## config.mk

```make
export PLATFORM = sky130hd
export DESIGN_NAME = vend_ctrl
export DESIGN_NICKNAME = d
export VERILOG_FILES = /design/src/rtl/vend_ctrl.sv
export SDC_FILE = /design/constraint.sdc
export NUM_CORES = 1
export LEC_CHECK = 0
export ABC_CLOCK_PERIOD_IN_PS = 6000
export CORE_UTILIZATION = 49
export DETAILED_ROUTE_END_ITERATION = 8
export GPL_ROUTABILITY_DRIVEN = 0
export HOLD_SLACK_MARGIN = 0.03
export PLACE_DENSITY = 0.85
export SKIP_CTS_REPAIR_TIMING = 1
export SLEW_MARGIN = 20
export SYNTH_ARGS = -nofsm -noshare
export SYNTH_HDL_FRONTEND = slang
export SYNTH_SLANG_ARGS = --single-unit
export TNS_END_PERCENT = 1
```

## constraint.sdc

```tcl
create_clock -name clock -period 6 [get_ports clock]
set_input_delay 1.2 -clock clock [delete_from_list [all_inputs] [get_ports clock]]
set_output_delay 1.2 -clock clock [all_outputs]
set_load 0.1 [all_outputs]
```

## src/rtl/vend_ctrl.sv

```systemverilog
// vend_ctrl: coin-operated vending controller.
// Accepts 25p/50p/Rs1 coins, requests a dispense once credit reaches PRICE,
// then pays out any remainder (or the full credit on cancel) as change.
// Optional build macro VEND_7SEG_EN adds a two-digit 7-segment credit display;
// without it both display outputs are held blank.
//
// state   | meaning
// --------+--------------------------------------------------
// IDLE    | no credit held, waiting for the first coin
// COLLECT | credit below PRICE, accepting coins or cancel
// VEND    | dispense requested, waiting for dispense_ack_in
// CHANGE  | change requested, waiting for change_ack_in
module vend_ctrl #(
    parameter int PRICE      = 4,
    parameter int MAX_CREDIT = 12,
    parameter int CREDIT_W   = 4
) (
    input  logic                clock,
    input  logic                reset,
    input  logic [1:0]          coin_in,
    input  logic                cancel_in,
    input  logic                dispense_ack_in,
    input  logic                change_ack_in,
    output logic                dispense_out,
    output logic                done_out,
    output logic                coin_reject_out,
    output logic                change_valid_out,
    output logic [CREDIT_W-1:0] change_units_out,
    output logic [CREDIT_W-1:0] credit_out,
    output logic [6:0]          lsb7seg_out,
    output logic [6:0]          msb7seg_out
);

    // Sums get three spare bits so credit + Rs1 coin can never wrap.
    localparam int SUM_W = CREDIT_W + 3;

    if (PRICE < 1 || PRICE > MAX_CREDIT || MAX_CREDIT > (2**CREDIT_W) - 1 ||
        MAX_CREDIT > 99) begin : g_param_check
        $error("vend_ctrl: illegal PRICE/MAX_CREDIT/CREDIT_W combination");
    end

    typedef enum logic [1:0] {S_IDLE, S_COLLECT, S_VEND, S_CHANGE} state_t;

    state_t                state_q, state_d;
    logic [CREDIT_W-1:0]   credit_q, credit_d;
    logic                  reject_d, done_d;
    logic                  dispense_q, done_q, reject_q, change_valid_q;
    logic [CREDIT_W-1:0]   change_units_q;
    logic                  coin_valid;
    logic [SUM_W-1:0]      coin_val, credit_sum;

    // Decode the coin code into credit units.
    always_comb begin
        coin_valid = (coin_in != 2'b11);
        case (coin_in)
            2'b00:   coin_val = SUM_W'(1);
            2'b01:   coin_val = SUM_W'(2);
            2'b10:   coin_val = SUM_W'(4);
            default: coin_val = '0;
        endcase
        credit_sum = SUM_W'(credit_q) + coin_val;
    end

    // Next-state, next-credit and pulse decisions for the coming edge.
    always_comb begin
        state_d  = state_q;
        credit_d = credit_q;
        reject_d = 1'b0;
        done_d   = 1'b0;
        case (state_q)
            S_IDLE, S_COLLECT: begin
                if (state_q == S_COLLECT && cancel_in) begin
                    // Cancel takes priority; a coin in the same cycle is returned.
                    state_d  = S_CHANGE;
                    reject_d = coin_valid;
                end else if (coin_valid) begin
                    if (credit_sum > SUM_W'(MAX_CREDIT)) begin
                        reject_d = 1'b1;
                    end else begin
                        credit_d = CREDIT_W'(credit_sum);
                        state_d  = (credit_sum >= SUM_W'(PRICE)) ? S_VEND : S_COLLECT;
                    end
                end
            end
            S_VEND: begin
                reject_d = coin_valid;
                if (dispense_ack_in) begin
                    done_d = 1'b1;
                    if (credit_q > CREDIT_W'(PRICE)) begin
                        credit_d = credit_q - CREDIT_W'(PRICE);
                        state_d  = S_CHANGE;
                    end else begin
                        credit_d = '0;
                        state_d  = S_IDLE;
                    end
                end
            end
            S_CHANGE: begin
                reject_d = coin_valid;
                if (change_ack_in) begin
                    credit_d = '0;
                    state_d  = S_IDLE;
                end
            end
            default: begin
                credit_d = '0;
                state_d  = S_IDLE;
            end
        endcase
    end

    // State, credit and all registered outputs.
    always_ff @(posedge clock or posedge reset) begin
        if (reset) begin
            state_q        <= S_IDLE;
            credit_q       <= '0;
            dispense_q     <= 1'b0;
            done_q         <= 1'b0;
            reject_q       <= 1'b0;
            change_valid_q <= 1'b0;
            change_units_q <= '0;
        end else begin
            state_q        <= state_d;
            credit_q       <= credit_d;
            dispense_q     <= (state_d == S_VEND);
            done_q         <= done_d;
            reject_q       <= reject_d;
            change_valid_q <= (state_d == S_CHANGE);
            change_units_q <= (state_d == S_CHANGE) ? credit_d : '0;
        end
    end

    assign dispense_out     = dispense_q;
    assign done_out         = done_q;
    assign coin_reject_out  = reject_q;
    assign change_valid_out = change_valid_q;
    assign change_units_out = change_units_q;
    assign credit_out       = credit_q;

`ifdef VEND_7SEG_EN
    function automatic logic [6:0] seg_decode(input logic [3:0] d);
        case (d)
            4'd0:    seg_decode = 7'b1000000;
            4'd1:    seg_decode = 7'b1111001;
            4'd2:    seg_decode = 7'b0100100;
            4'd3:    seg_decode = 7'b0110000;
            4'd4:    seg_decode = 7'b0011001;
            4'd5:    seg_decode = 7'b0010010;
            4'd6:    seg_decode = 7'b0000010;
            4'd7:    seg_decode = 7'b1111000;
            4'd8:    seg_decode = 7'b0000000;
            4'd9:    seg_decode = 7'b0010000;
            default: seg_decode = 7'b1111111;
        endcase
    endfunction

    // Credit never exceeds 99, so seven bits hold it exactly.
    logic [6:0] credit_dec;
    assign credit_dec = 7'(credit_q);

    // Decimal ones/tens digits of the registered credit.
    always_comb begin
        lsb7seg_out = seg_decode(4'(credit_dec % 7'd10));
        msb7seg_out = seg_decode(4'(credit_dec / 7'd10));
    end
`else
    assign lsb7seg_out = 7'b1111111;
    assign msb7seg_out = 7'b1111111;
`endif

endmodule

```

==> results of run 1 <==
-- per-stage QoR --
step	setup slack, ns	hold slack, ns	utilization	instance area [um2]	instances
after floorplan	2.69	0.612	-	1070	125
after global placement	2.11	0.594	0.596	1170	154
after detailed placement	2.02	0.608	0.596	1170	154
after CTS	2.31	0.635	0.615	1210	158
after global routing	2.18	0.674	0.615	1210	158
final	2.31	0.626	0.615	1210	158
-- synthesized netlist by cell type (2+ instances only) --
| cell | n | area [um2] |
|---|---|---|
| nor4_1 | 2 | 12.5 |
| ha_1 | 3 | 37.5 |
| a21oi_1 | 5 | 25.0 |
| o311a_1 | 2 | 20.0 |
| buf_4 | 14 | 105 |
| dfrtp_1 | 14 | 350 |
| o21ai_0 | 6 | 30.0 |
| a221o_1 | 2 | 20.0 |
| nor2_1 | 9 | 33.8 |
| nand2b_1 | 3 | 18.8 |
| nand2_1 | 8 | 30.0 |
| inv_1 | 9 | 33.8 |
| nor3_1 | 2 | 10.0 |
| nor2b_1 | 3 | 18.8 |
| o21a_1 | 2 | 15.0 |
| nand3_1 | 2 | 10.0 |
| and2_1 | 3 | 18.8 |
-- flip-flops by register name (all words and copies together) (netlist names) --
name / flops
change_units_out: 4
credit_out: 4
state_q: 2
change_valid_out: 1
coin_reject_out: 1
dispense_out: 1
done_out: 1
-- logic make-up (layout without fill, tap and decap cells) --
group	after synthesis	in the layout	share of synthesized area
simple gates	36	36	0.186
compound gates	31	31	0.257
buf+inv	25	31	0.145
flops	14	14	0.343
fa+ha+maj	4	4	0.0564
other cells	1	14	0.00367
xor+xnor	1	1	0.00858
-- worst max-delay path, stage by stage --
cell and delay, ns:
clkdlybuf4s50_1 0.47, nor2_1 0.13, ha_1 0.20, inv_1 0.06
fa_1 0.43, xor2_1 0.22, a21o_4 0.23, a221oi_4 0.39
nor4_1 0.10, a221o_1 0.29, and2_1 0.16
-- worst max-delay path by stage --
stage / start / endpoint / slack [ns] / cells after the start
floorplan: coin_in[0] / change_units_out[3]$_DFF_PP0_ / 2.69 / 10
global placement: coin_in[0] / change_units_out[3]$_DFF_PP0_ / 2.11 / 11
detailed placement: coin_in[0] / change_units_out[2]$_DFF_PP0_ / 2.02 / 11
CTS: coin_in[0] / change_units_out[2]$_DFF_PP0_ / 2.31 / 11
global route: coin_in[0] / change_units_out[2]$_DFF_PP0_ / 2.18 / 11
finish: coin_in[0] / change_units_out[1]$_DFF_PP0_ / 2.31 / 11
-- layout make-up --
cell class | count | area (um2)
inverters | 9 | 33.8
multi-input cells | 86 | 572
well taps | 27 | 33.8
clock buffers | 4 | 36.3
fillers | 186 | 756
repair buffers | 18 | 180
flip-flops and latches | 14 | 350
-- per-layer routing --
metal | vias up | wire [um] | GRT usage
li1 | 401 | - | -
met1 | 410 | 872 | 0.266
met4 | 0 | 81 | 0.111
met2 | 37 | 962 | 0.340
met3 | 10 | 97 | 0.0377
met5 | - | 0 | 0
==> flow_summary.ini, run 1 <==
[die]
die_area_mm2 = 0.00227
io_pins = 33
num_rows = 16
core_area_mm2 = 0.00196
initial_utilization = 0.520
die_h_um = 47.6
die_x_um = 47.6

[detailed_routing]
ant_nets = 0
dr.pass1.iters = 4
viasPerCell = 5.43
drc = 0
dr_total_vias = 858
wire_per_inst_um = 12.7
wl_mm = 2.01
drt_iter0_markers = 12

[setup_path]
cp.arrival_ns = 3.86
worstSetupPathType = input port to register
required_ns = 6.17
r2r_slack_ns = 3.35
r2r-end = change_units_out[1]$_DFF_PP0_
cp-end-kind = register
ff2ff_path_depth = 9
r2r_start = credit_out[0]$_DFF_PP0_
crit_fanout = 5
cp-start-kind = input port

[timing]
period_share = 0.615
worstMarginPinSlew_ns = 0.974
min_period_ns = 3.69
setup_violations = 0
maxSlewHeadroom = 0.349
fmax_mhz = 271
drv_slew = 0
finClkSkew_ns = 0.00427
rsz0062_at_grt = no
totalNegativeSetupSlack_ns = 0
hold_violations = 0

[yosys]
syn-mean-instance-area_um2 = 9.12
synth_edf_count = 0
yosysUniqueCellTypes = 40
synth-seq-cells = 14
synth-seq-area-share = 0.343
netlist_area_mm2 = 0.00102
synth_ff_type = dfrtp_1
synthArstFlopShare = 1.00
postSynthCellCount = 112
ys.warnings.count = 0

[layout]
mostFrequentLayoutCells = 18 x clkdlybuf4s50_1, 14 x conb_1, 14 x dfrtp_1
num_antenna_cells = 0
area_delta_synth_final_pct = 18.1
final_common_cell = clkdlybuf4s50_1
nets = 143
drive_above_1_share = 0.0916

[place]
port_buffers = 18
dp_hpwl_mm = 1.63

[grt]
grt_pass1_wl_mm = 3.27
antenna_found_initial = 0
grt_overflow = 0
grt_max_degree = 16
grt_pass1_vias = 757
grt_util_all_layers = 0.210

[clock_network]
cts_buffers = 3
cts.path.max_buffers = 2
htree_levels = 1
clock_sinks = 14
cts_tree = built
root_buffer = clkbuf_4
insertion_delay_ns = 0.28
path_clk_slew_ns = 0.08

[job]
drv_cap = 0

[worst_hold_path]
hold_path_class = register to register
holdPathEnd = credit_out[0]$_DFF_PP0_
hold_start = credit_out[0]$_DFF_PP0_
whs_path_depth = 2

[outcome]
outcome = finished, final reports clean
Power of run 1 is left out: the tool's default activity adds up to more than one toggle a clock period on the data nets, which glitch-free logic cannot reach.
==> run 2, diff against run 1 <==
- ABC_CLOCK_PERIOD_IN_PS: 6000 -> 3000
- CORE_ASPECT_RATIO: unset -> 1.75
- CORE_UTILIZATION: 49 -> 41
- PLACE_DENSITY: 0.85 -> 0.76
- clock period: 6 -> 3 ns (I/O delays scaled with it)
==> flow_summary.ini, run 2 (synthesis results as in run 1) <==
[setup_path]
crit_buf_inv = 3
cp-start-kind = input port
path_delay_family = compound AO/OA/AOI/OAI gates
crit_chain = clkdlybuf4s50_1 -> nor2_1 -> ha_1 -> inv_1 -> fa_2 -> buf_4 -> nor2b_1 -> o21ai_1 -> a221o_2 -> nand3_4 -> o21ai_0 -> o211a_1
slowest_stage = a221o_2
worstSetupPathType = input port to register
cp.arrival_ns = 3.01
crit_fanout = 4
cp-end-kind = register
required_ns = 3.14
startpoint = coin_in[0]
r2r_start = credit_out[0]$_DFF_PP0_
max_stage_delay_ns = 0.49
r2r_slack_ns = 0.61

[detailed_routing]
drt_iter0_markers = 60
viasPerCell = 5.26
ant_nets = 0
dr.pass1.iters = 4
dr_total_vias = 884
wire_per_inst_um = 13.1
drc = 0
wl_mm = 2.20

[clock_network]
cts_tree = built
htree_levels = 1
root_buffer = clkbuf_8
insertion_delay_ns = 0.25
clock_sinks = 14
cts.path.max_buffers = 2
path_clk_slew_ns = 0.06
cts_buffers = 3

[place]
place_inst = 164
dp_hpwl_mm = 1.75
pre_cts_slack_ns = -0.201
port_buffers = 18
placed_area_mm2 = 0.00123

[grt]
grt_use_met3 = 0.0195
busiest_layer = met2
grt_max_degree = 16
grt_util_met1 = 0.188
antenna_found_initial = 0
grtUsageMet2 = 0.336
grt_overflow = 0
grt_pass1_wl_mm = 3.46
grt_pass1_vias = 797
grt_util_all_layers = 0.184

[layout]
num_antenna_cells = 0
mostFrequentLayoutCells = 24 x buf_4, 14 x conb_1, 12 x dfrtp_1
final_area_mm2 = 0.00129
drive_above_1_share = 0.273
area_delta_synth_final_pct = 26.6
final_common_cell = buf_4
nets = 155
final_cell_count_no_fill = 168

[timing]
min_period_ns = 2.87
rsz0062_at_grt = yes
fmax_mhz = 348
fin_ws_ns = 0.128
setup_violations = 0
drv_slew = 0
hold_slack_ns = 0.579
period_share = 0.957
hold_violations = 0
finClkSkew_ns = 0.00467

[die]
initial_utilization = 0.438
die_area_mm2 = 0.00270
io_pins = 33
die_x_um = 39.7
core_area_mm2 = 0.00233
num_rows = 23
die_h_um = 68.0

[job]
drv_cap = 0

[worst_hold_path]
hold_path_class = register to register
hold_start = credit_out[0]$_DFF_PP0_

[outcome]
outcome = finished, final reports clean
==> run 2: cell count changes in the layout (fill, tap and decap cells not counted), moves of 2 or more <==
| cell | delta |
|---|---|
| buf_4 | +24 |
| clkdlybuf4s50_1 | -12 |
| clkbuf_4 | -3 |
| clkbuf_8 | +3 |
| dfrtp_1 | -2 |
| dfrtp_2 | +2 |
==> run 2: through the flow <==
step / setup TNS (ns) / utilization
6_report: 0 / 0.554
5_1_grt: -0.0175 / 0.554
4_1_cts: 0 / 0.551
3_5_place_dp: -1.27 / 0.528
3_3_place_gp: -0.816 / 0.528
2_1_floorplan: 0 / -
==> run 2: final timing paths <==
path	endpoint	cells past startpoint
worst max-delay path	change_units_out[2]$_DFF_PP0_	12
worst min-delay path	credit_out[0]$_DFF_PP0_	2
worst max register to register	change_units_out[2]$_DFF_PP0_	10
min in group asynchronous	change_valid_out$_DFF_PP0_	2
worst min register to register	credit_out[0]$_DFF_PP0_	2
max in group asynchronous	credit_out[1]$_DFF_PP0_	2
==> run 2: layout make-up <==
class / count / area, um2
fillers: 215 / 1040
well taps: 25 / 31.3
inverters: 9 / 33.8
repair buffers: 30 / 240
multi-input cells: 86 / 579
clock buffers: 4 / 55.1
flip-flops and latches: 14 / 353
==> run 2: routing by layer <==
metal | wire (um) | vias to the layer above
met2 | 1180 | 44
met5 | 0 | -
met4 | 74 | 0
li1 | - | 425
met3 | 107 | 7
met1 | 835 | 408
==> run 2: worst register-to-register path, delay by kind of cell (launching register included) <==
family,cells,cell delay (ns)
buffers and inverters,2,0.21
and+or+nand+nor,2,0.22
adders and majority gates,2,0.53
DFF,1,0.41
AOI/OAI and AO/OA,4,0.93
Power of run 2 is left out for the same reason.
